--- src/rtl/apb2axi.sv ---
// APB target that turns each 32-bit APB transfer into one single-beat 64-bit AXI
// transaction, holding the APB access in wait states until the AXI response returns.
module apb2axi #(
    parameter int               IDWID = 4,
    parameter logic [IDWID-1:0] ID    = '0,
    parameter logic [31:0]      BASE  = 32'h0000_0000,
    parameter logic [31:0]      MASK  = 32'hffff_0000
) (
    input  logic             clk,
    input  logic             rst,
    input  logic             psel,
    input  logic             penable,
    input  logic             pwrite,
    input  logic [31:0]      paddr,
    input  logic [31:0]      pwdata,
    input  logic [3:0]       pstrb,
    output logic             pready,
    output logic [31:0]      prdata,
    output logic [1:0]       presp,
    output logic             awvalid,
    input  logic             awready,
    output logic [31:0]      awaddr,
    output logic [IDWID-1:0] awid,
    output logic [7:0]       awlen,
    output logic [2:0]       awsize,
    output logic [1:0]       awburst,
    output logic             wvalid,
    input  logic             wready,
    output logic [63:0]      wdata,
    output logic [7:0]       wstrb,
    output logic             wlast,
    input  logic             bvalid,
    output logic             bready,
    input  logic [IDWID-1:0] bid,
    input  logic [1:0]       bresp,
    output logic             arvalid,
    input  logic             arready,
    output logic [31:0]      araddr,
    output logic [IDWID-1:0] arid,
    output logic [7:0]       arlen,
    output logic [2:0]       arsize,
    output logic [1:0]       arburst,
    input  logic             rvalid,
    output logic             rready,
    input  logic [63:0]      rdata,
    input  logic [IDWID-1:0] rid,
    input  logic [1:0]       rresp,
    input  logic             rlast
);

    localparam logic [2:0] S_IDLE  = 3'd0;
    localparam logic [2:0] S_WADDR = 3'd1;
    localparam logic [2:0] S_WRESP = 3'd2;
    localparam logic [2:0] S_RADDR = 3'd3;
    localparam logic [2:0] S_RRESP = 3'd4;
    localparam logic [2:0] S_RESP  = 3'd5;

    localparam logic [1:0] RESP_SLVERR = 2'b10;
    localparam logic [1:0] RESP_DECERR = 2'b11;

    logic [2:0]  state_q, state_d;
    logic        awvalid_q, awvalid_d;
    logic        wvalid_q, wvalid_d;
    logic        arvalid_q, arvalid_d;
    logic        miss_q, miss_d;
    logic [1:0]  presp_q, presp_d;
    logic [31:0] prdata_q, prdata_d;

    logic [31:0] addr_q;
    logic [31:0] wdat_q;
    logic [3:0]  strb_q;

    logic setup;
    logic hit;
    logic lane;
    logic unused_rlast;

    assign setup        = psel && !penable;
    assign hit          = (paddr & MASK) == BASE;
    assign lane         = addr_q[2];
    assign unused_rlast = rlast;

    always_comb begin
        state_d   = state_q;
        awvalid_d = awvalid_q;
        wvalid_d  = wvalid_q;
        arvalid_d = arvalid_q;
        miss_d    = miss_q;
        presp_d   = presp_q;
        prdata_d  = prdata_q;
        case (state_q)
            S_IDLE: begin
                // A decode miss answers one cycle late so it lands in the access phase.
                if (miss_q) begin
                    miss_d   = 1'b0;
                    presp_d  = RESP_DECERR;
                    prdata_d = '0;
                    state_d  = S_RESP;
                end else if (setup) begin
                    if (!hit) begin
                        miss_d = 1'b1;
                    end else if (pwrite) begin
                        awvalid_d = 1'b1;
                        wvalid_d  = 1'b1;
                        state_d   = S_WADDR;
                    end else begin
                        arvalid_d = 1'b1;
                        state_d   = S_RADDR;
                    end
                end
            end
            S_WADDR: begin
                if (awvalid_q && awready) awvalid_d = 1'b0;
                if (wvalid_q && wready)   wvalid_d  = 1'b0;
                if (!awvalid_d && !wvalid_d) state_d = S_WRESP;
            end
            S_WRESP: begin
                if (bvalid) begin
                    presp_d  = (bid != ID) ? RESP_SLVERR : bresp;
                    prdata_d = '0;
                    state_d  = S_RESP;
                end
            end
            S_RADDR: begin
                if (arready) begin
                    arvalid_d = 1'b0;
                    state_d   = S_RRESP;
                end
            end
            S_RRESP: begin
                if (rvalid) begin
                    prdata_d = lane ? rdata[63:32] : rdata[31:0];
                    presp_d  = (rid != ID) ? RESP_SLVERR : rresp;
                    state_d  = S_RESP;
                end
            end
            S_RESP:  state_d = S_IDLE;
            default: state_d = S_IDLE;
        endcase
    end

    always_ff @(posedge clk or posedge rst) begin
        if (rst) begin
            state_q   <= S_IDLE;
            awvalid_q <= 1'b0;
            wvalid_q  <= 1'b0;
            arvalid_q <= 1'b0;
            miss_q    <= 1'b0;
            presp_q   <= 2'b00;
            prdata_q  <= '0;
        end else begin
            state_q   <= state_d;
            awvalid_q <= awvalid_d;
            wvalid_q  <= wvalid_d;
            arvalid_q <= arvalid_d;
            miss_q    <= miss_d;
            presp_q   <= presp_d;
            prdata_q  <= prdata_d;
        end
    end

    // Transfer payload needs no reset: it is only observed while a valid is up.
    always_ff @(posedge clk) begin
        if (state_q == S_IDLE && setup && !miss_q) begin
            addr_q <= paddr;
            wdat_q <= pwdata;
            strb_q <= pstrb;
        end
    end

    assign pready  = (state_q == S_RESP);
    assign prdata  = prdata_q;
    assign presp   = presp_q;

    assign awvalid = awvalid_q;
    assign awaddr  = {addr_q[31:2], 2'b00};
    assign awid    = ID;
    assign awlen   = 8'd0;
    assign awsize  = 3'd3;
    assign awburst = 2'b01;

    assign wvalid  = wvalid_q;
    assign wdata   = lane ? {wdat_q, 32'h0} : {32'h0, wdat_q};
    assign wstrb   = lane ? {strb_q, 4'h0} : {4'h0, strb_q};
    assign wlast   = 1'b1;

    assign bready  = (state_q == S_WRESP);

    assign arvalid = arvalid_q;
    assign araddr  = {addr_q[31:2], 2'b00};
    assign arid    = ID;
    assign arlen   = 8'd0;
    assign arsize  = 3'd3;
    assign arburst = 2'b01;

    assign rready  = (state_q == S_RRESP);

endmodule
--- config.mk ---
export PLATFORM = sky130hd
export DESIGN_NAME = apb2axi
export DESIGN_NICKNAME = d
export VERILOG_FILES = /design/src/rtl/apb2axi.sv
export SDC_FILE = /design/constraint.sdc
export NUM_CORES = 1
export LEC_CHECK = 0
export ABC_AREA = 1
export BUFFER_PORTS_ARGS = -buffer_cell sky130_fd_sc_hd__buf_2
export CAP_MARGIN = 5
export CORE_AREA = 4 4 141 143
export DETAILED_ROUTE_END_ITERATION = 8
export DIE_AREA = 0 0 145 147
export GPL_TIMING_DRIVEN = 0
export SKIP_LAST_GASP = 1
export SYNTH_ARGS = -nofsm -noshare
export SYNTH_HDL_FRONTEND = slang
export SYNTH_SLANG_ARGS = --single-unit
export TNS_END_PERCENT = 10
--- constraint.sdc ---
create_clock -name clk -period 6.25 [get_ports clk]
set_clock_uncertainty 0.15 [all_clocks]
set_input_delay 0.625 -clock clk [delete_from_list [all_inputs] [get_ports clk]]
set_output_delay 0.625 -clock clk [all_outputs]
set_load 0.005 [all_outputs]
==> results.ini, run 1 <==
[clock_network]
post_cts_hold_buffer_count=0
numClockSinks=107
clock_tree.htree_level_count=3
post-cts-setup-buffers=0
tritoncts=yes
clock_buffers_created_by_tritoncts=9
insertion_delay_to_the_later_sink_of_the_worst_skew_pair_ns=0.35
ctsLongestPathBuffers=2
cts_repair_resize_count=0
cts.clk_slew.worst_paths_ns=0.08
root_buffer=sky130_fd_sc_hd__clkbuf_16

[timing]
grt_setup_unrepaired=no
layout_min_cycle_time_ns=3.051
worst_slew_margin_rel_pct=54.11
timing_worst_slew_pin_value_ns=0.6884
finalHoldViolCount=0
setup_violations_final=0
final.setup.tns_ns=0
slew_violations=0
max_freq_mhz=327.8
layout_worst_path_cycle_share_pct=48.81

[critical_path]
timing_worst_setup_path_type=flip-flop to primary output
crit_path_cell_chain=buf_2 -> clkbuf_1 -> clkbuf_1 -> nor2_1 -> buf_2
r2r_start=state_q[1]$_DFFE_PP0P_
timing.critical_path.slowest_stage_cell=sky130_fd_sc_hd__clkbuf_1
cp-start-kind=flip-flop
crit_required_ns=5.47
endpoint_kind=primary output
stage_delay_of_the_slowest_cell_on_the_critical_path_ns=0.56
worstPathArrival_ns=2.28
crit_start=addr_q[2]$_DFFE_PP_
cp_max_fo=10

[global_route]
first_global_vias=4956
grt_usage_pct=15.84
largest_net_degree_at_the_start_of_global_routing=35
number_of_antenna_violations_at_the_first_check_in_global_routing=0
global_route.overflow_total=0
grt_first_pass_wirelength_um=26810

[floorplan]
core-area_sq_um=18580
std_cell_rows=50
fp.dieArea_sq_um=21320
floorplan.die.width_um=145
floorplan.die.height_um=147
top_level_ports=366
initial_cell_density_of_the_core_pct=29.64

[final_layout]
drive_above_1_share_pct=48.24
antenna_cells_inserted=0
commonest_non_fill_non_tap_cell_in_the_layout=sky130_fd_sc_hd__buf_2
num-fill-cells=1880
final_cells=1200
area.sequential_sq_um=3008
commonest_cells_after_routing_fill_and_taps_aside=325 x sky130_fd_sc_hd__buf_2, 138 x sky130_fd_sc_hd__nand2_1, 86 x sky130_fd_sc_hd__inv_1
layout-area-overhead-vs-synth_pct=43.59
multiInputGateArea_sq_um=1659
design.final.nets=1116

[power_and_ir_drop]
power_per_cell_area_nw_per_um2=316.2
total_leakage_power_nw=4.570
totalPowerFinal_mw=2.501
max-vdd-ir-drop_mv=0.1459

[placed_design]
io_buffer_count=323
placed_cells_incl_taps=1184
detailed_place_hpwl_um=14220
routabilityCongestion=0.7982

[synth]
synthesis.yosys.warnings=0
synth_cell_types=26
ys_seq_elements=107
synth.yosys.seq_area_share_pct=54.61
syn-cell-area_sq_um=5508
cell_count_after_synthesis=587
syn_area_per_cell_sq_um=9.383

[routing]
drcViolationCount=0
detail_route.first_pass.iterations=6
detailedRoute.firstIterationViolations=176
routed_wirelength_um=17300
met2_length_um=8841
met3WireLength_um=1455
antenna_left=0
via_per_inst=4.101
drt-met1-wl_um=6664
top_layer_in_use=met4
wl_per_cell_um=14.42
detailroute.via_count=4921

[hold_path]
holdCritPathClass=input pin to async pin

[job]
max_capacitance_violation_count=0

[run_status]
run_status=finished clean

-- state kept, by name, indices dropped and copies added, names as in the netlist --
signal and count:
presp 2, strb_q 4, prdata 32, wvalid 1
state_q 3, arvalid 1, wdat_q 32, miss_q 1
addr_q 30, awvalid 1
-- cells in the mapped netlist --
cell | n | area (sq um)
sky130_fd_sc_hd__a21oi_1 | 2 | 10.01
sky130_fd_sc_hd__buf_2 | 2 | 10.01
sky130_fd_sc_hd__buf_4 | 70 | 525.5
sky130_fd_sc_hd__buf_6 | 5 | 56.30
sky130_fd_sc_hd__clkbuf_1 | 13 | 48.80
sky130_fd_sc_hd__conb_1 | 2 | 7.510
sky130_fd_sc_hd__dfrtp_1 | 41 | 1026
sky130_fd_sc_hd__edfxtp_1 | 66 | 1982
sky130_fd_sc_hd__inv_1 | 87 | 326.6
sky130_fd_sc_hd__inv_2 | 2 | 7.510
sky130_fd_sc_hd__inv_4 | 2 | 12.51
sky130_fd_sc_hd__mux2_2 | 32 | 360.4
sky130_fd_sc_hd__nand2_1 | 138 | 518.0
sky130_fd_sc_hd__nand2_2 | 2 | 12.51
sky130_fd_sc_hd__nand2_4 | 4 | 45.04
sky130_fd_sc_hd__nand3_1 | 45 | 225.2
sky130_fd_sc_hd__nand3_2 | 1 | 10.01
sky130_fd_sc_hd__nand3b_1 | 1 | 7.510
sky130_fd_sc_hd__nand4_1 | 3 | 18.77
sky130_fd_sc_hd__nor2_1 | 58 | 217.7
sky130_fd_sc_hd__nor2_4 | 1 | 11.26
sky130_fd_sc_hd__nor2_8 | 1 | 20.02
sky130_fd_sc_hd__nor3_1 | 3 | 15.01
sky130_fd_sc_hd__o21a_1 | 1 | 7.510
sky130_fd_sc_hd__o21ai_0 | 4 | 20.02
sky130_fd_sc_hd__or2_2 | 1 | 6.260
-- power by group --
part	switching [mW]	internal, mW
sequential	0.0921	0.911
clock	0.277	0.278
combinational	0.539	0.403
total	0.909	1.59
-- metrics by stage --
| step | utilization, % | cell area [sq um] | hold WS, ns | setup WS (ns) |
|---|---|---|---|---|
| detailed placement | 41.03 | 7624 | 0.3091 | 3.467 |
| global placement | 40.67 | 7556 | 0.3036 | 0.3356 |
| global route | 42.57 | 7909 | 0.03608 | 3.008 |
| finish | 42.57 | 7909 | 0.02885 | 3.199 |
| floorplan | - | 5647 | 0.3141 | 1.929 |
| CTS | 42.57 | 7909 | 0.01563 | 3.066 |
-- routing by layer --
layer / track usage, % / vias up
li1: - / 2467
met1: 17.40 / 2205
met2: 29.25 / 233
met3: 5.182 / 16
met4: 4.608 / 0
met5: 0 / -
-- logic make-up (layout without fill, tap and decap cells) --
logic type             Yosys count  count (layout)  share of synthesized area (%)
multiplexers                    32              32                          6.543
AO/OA/AOI/OAI                    7               7                         0.6816
flip-flops                     107             107                          54.61
buffers and inverters          181             523                          17.92
other                            2              39                         0.1364
AND/OR/NAND/NOR                258             258                          20.10
-- final timing paths --
path                       slack (ns)  cells after the start              endpoint
min reg2reg                      0.32                      2  presp[1]$_DFFE_PP0P_
max reg2reg                      4.08                      7  wdat_q[19]$_DFFE_PP_
max in group asynchronous        5.45                      3  presp[1]$_DFFE_PP0P_
min                              0.03                      2    wvalid$_DFFE_PP0P_
max                              3.20                      5              wdata[4]
min in group clk                 0.29                      1  addr_q[15]$_DFFE_PP_
-- worst max-delay path: cells and delay by family, from the launching register on --
family	cells	cell delay, ns
buffers and inverters	4	1.40
flip-flops	1	0.40
AND/OR/NAND/NOR	1	0.12
-- area by class of cell --
class,instances,share of cell area (%)
Tap cell,234,3.702
Inverter,91,4.382
Multi-Input combinational cell,336,20.98
Buffer,90,8.100
Sequential cell,107,38.03
Clock inverter,7,0.7594
Clock buffer,9,2.848
Timing Repair Buffer,326,21.20
(Power assumes the default switching activity.)
==> run 2, diff against run 1 <==
==> constraint.sdc (replaced) <==
create_clock -name clk -period 2.46 [get_ports clk]
set_clock_uncertainty 0.15 [all_clocks]
set_input_delay 0.246 -clock clk [delete_from_list [all_inputs] [get_ports clk]]
set_output_delay 0.246 -clock clk [all_outputs]
set_load 0.005 [all_outputs]
==> run 2 against run 1 <==
Die area unchanged; utilization rose by 4.0 points; hold slack better by 0.012 ns; non-clock buffer count rose by 72.
==> results.ini, run 2 (synthesis results as in run 1) <==
[final_layout]
design.final.nets=1188
final_non_filler_cell_area_sq_um=8650
layout-area-overhead-vs-synth_pct=57.04
final_cells=1272
drive_above_1_share_pct=45.66
commonest_cells_after_routing_fill_and_taps_aside=325 x sky130_fd_sc_hd__buf_2, 138 x sky130_fd_sc_hd__nand2_1, 86 x sky130_fd_sc_hd__inv_1
commonest_non_fill_non_tap_cell_in_the_layout=sky130_fd_sc_hd__buf_2
num-fill-cells=1827
antenna_cells_inserted=0
layout.core_utilization_pct=46.55
multiInputGateArea_sq_um=1659
area.sequential_sq_um=3008

[power_and_ir_drop]
totalPowerFinal_mw=6.504
net_switching_power_figure_mw=2.264
power.switching_fraction_pct=34.81
share_seq_of_total_power_pct=39.2
clock_power_share_pct=22.2
max-vdd-ir-drop_mv=0.3999
total_leakage_power_nw=4.889
power.combinational.fraction_pct=38.6
power_per_cell_area_nw_per_um2=752.0
cell_internal_pwr_mw=4.240

[clock_network]
tritoncts=yes
insertion_delay_to_the_later_sink_of_the_worst_skew_pair_ns=0.34
ctsLongestPathBuffers=2
root_buffer=sky130_fd_sc_hd__clkbuf_16
numClockSinks=107
clock_buffers_created_by_tritoncts=9
cts.clk_slew.worst_paths_ns=0.07
clock_tree.htree_level_count=3

[timing]
max_freq_mhz=443.3
finalHoldViolCount=0
timing_worst_slew_pin_value_ns=0.5822
timing.hold.ws_ns=0.04074
setup_violations_final=0
layout_min_cycle_time_ns=2.256
worst_slew_margin_rel_pct=61.19
slew_violations=0
layout_worst_path_cycle_share_pct=91.70
postLayoutSetupSlackWorst_ns=0.2041
final.setup.tns_ns=0
grt_setup_unrepaired=no

[critical_path]
crit_required_ns=2.06
timing.critical_path.slowest_stage_cell=sky130_fd_sc_hd__clkbuf_1
critical_path_buf_inv_count=4
worstPathArrival_ns=1.86
stage_delay_of_the_slowest_cell_on_the_critical_path_ns=0.44
most_used_cell_along_the_critical_path=sky130_fd_sc_hd__buf_2
reg2regPathDepth=8
timing_worst_setup_path_type=flip-flop to primary output
crit_start=addr_q[2]$_DFFE_PP_
cp.depth=5
cp-start-kind=flip-flop
path_delay_family=buffers and inverters
r2r_start=state_q[0]$_DFFE_PP0P_
worst_r2r_endpoint=wdat_q[20]$_DFFE_PP_
crit_path_cell_chain=buf_2 -> clkbuf_1 -> nand2_1 -> inv_1 -> buf_2
r2r_setup_slack_ns=0.31
cp_max_fo=14
endpoint_kind=primary output
endpoint=wdata[38]

[floorplan]
fp.dieArea_sq_um=21320
std_cell_rows=50
core-area_sq_um=18580
initial_cell_density_of_the_core_pct=29.64
floorplan.die.width_um=145
top_level_ports=366
floorplan.die.height_um=147

[placed_design]
detailedPlace.worstSlack_ns=0.04663
placed_cells_incl_taps=1184
detailed_place_hpwl_um=14250
routabilityCongestion=0.7885
io_buffer_count=323
postPlaceCellArea_sq_um=7631

[routing]
antenna_left=0
detail_route.first_pass.iterations=4
detailedRoute.firstIterationViolations=152
drcViolationCount=0
wl_per_cell_um=14.10
via_per_inst=4.109
detailroute.via_count=5227
routed_wirelength_um=17930

[global_route]
global_route.overflow_total=0
largest_net_degree_at_the_start_of_global_routing=38
number_of_antenna_violations_at_the_first_check_in_global_routing=0
grt_first_pass_wirelength_um=28330
first_global_vias=5345
grt_usage_pct=16.39

[run_status]
run_status=finished clean

[job]
max_capacitance_violation_count=0

[hold_path]
holdCritPathClass=input pin to flip-flop

run 2: worst min path at each step:
stage                         start                    to  slack (ns)  cells after the start
after global routing      paddr[18]  addr_q[18]$_DFFE_PP_        0.02                      1
after CTS                 paddr[18]  addr_q[18]$_DFFE_PP_        0.03                      1
after global placement     paddr[6]   addr_q[6]$_DFFE_PP_        0.27                      1
after detailed placement        rst   arvalid$_DFFE_PP0P_      0.0008                      2
final                     paddr[18]  addr_q[18]$_DFFE_PP_        0.04                      1
after floorplan           paddr[10]  addr_q[10]$_DFFE_PP_        0.19                      0
run 2: final cells by class:
class	count	area share [%]
multi-input combinational	336	19.18
tap	234	3.385
buffer	89	7.392
timing repair buffer	399	27.86
sequential	107	34.77
clock buffer	11	2.691
clock inverter	5	0.7088
inverter	91	4.007
run 2: repair_timing:
item	4_1_cts	5_1_grt
hold endpoints to repair	106	0
hold buffers	66	0
gates resized for setup	2	0
buffers inserted	0	7
setup endpoints to repair	53	17
pin swaps	0	1
run 2: power by group through the flow:
stage | registers (mW) | clock network [mW] | logic [mW]
6_report | 2.55 | 1.44 | 2.51
5_1_grt | 2.60 | 1.59 | 2.84
4_1_cts | 2.56 | 1.51 | 2.51
3_5_place_dp | 2.58 | 0 | 2.43
3_3_place_gp | 2.59 | 0 | 2.38
2_1_floorplan | 2.58 | 0 | 1.43
run 2: layer usage:
metal | wire length [um] | GRT usage (%) | share of wire (%) | up-vias
met3 | 1394 | 4.904 | 7.8 | 14
met5 | 0 | 0 | 0 | -
li1 | - | - | - | 2607
met1 | 7032 | 18.86 | 39 | 2376
met4 | 204 | 4.086 | 1.1 | 0
met2 | 9300 | 29.93 | 52 | 230
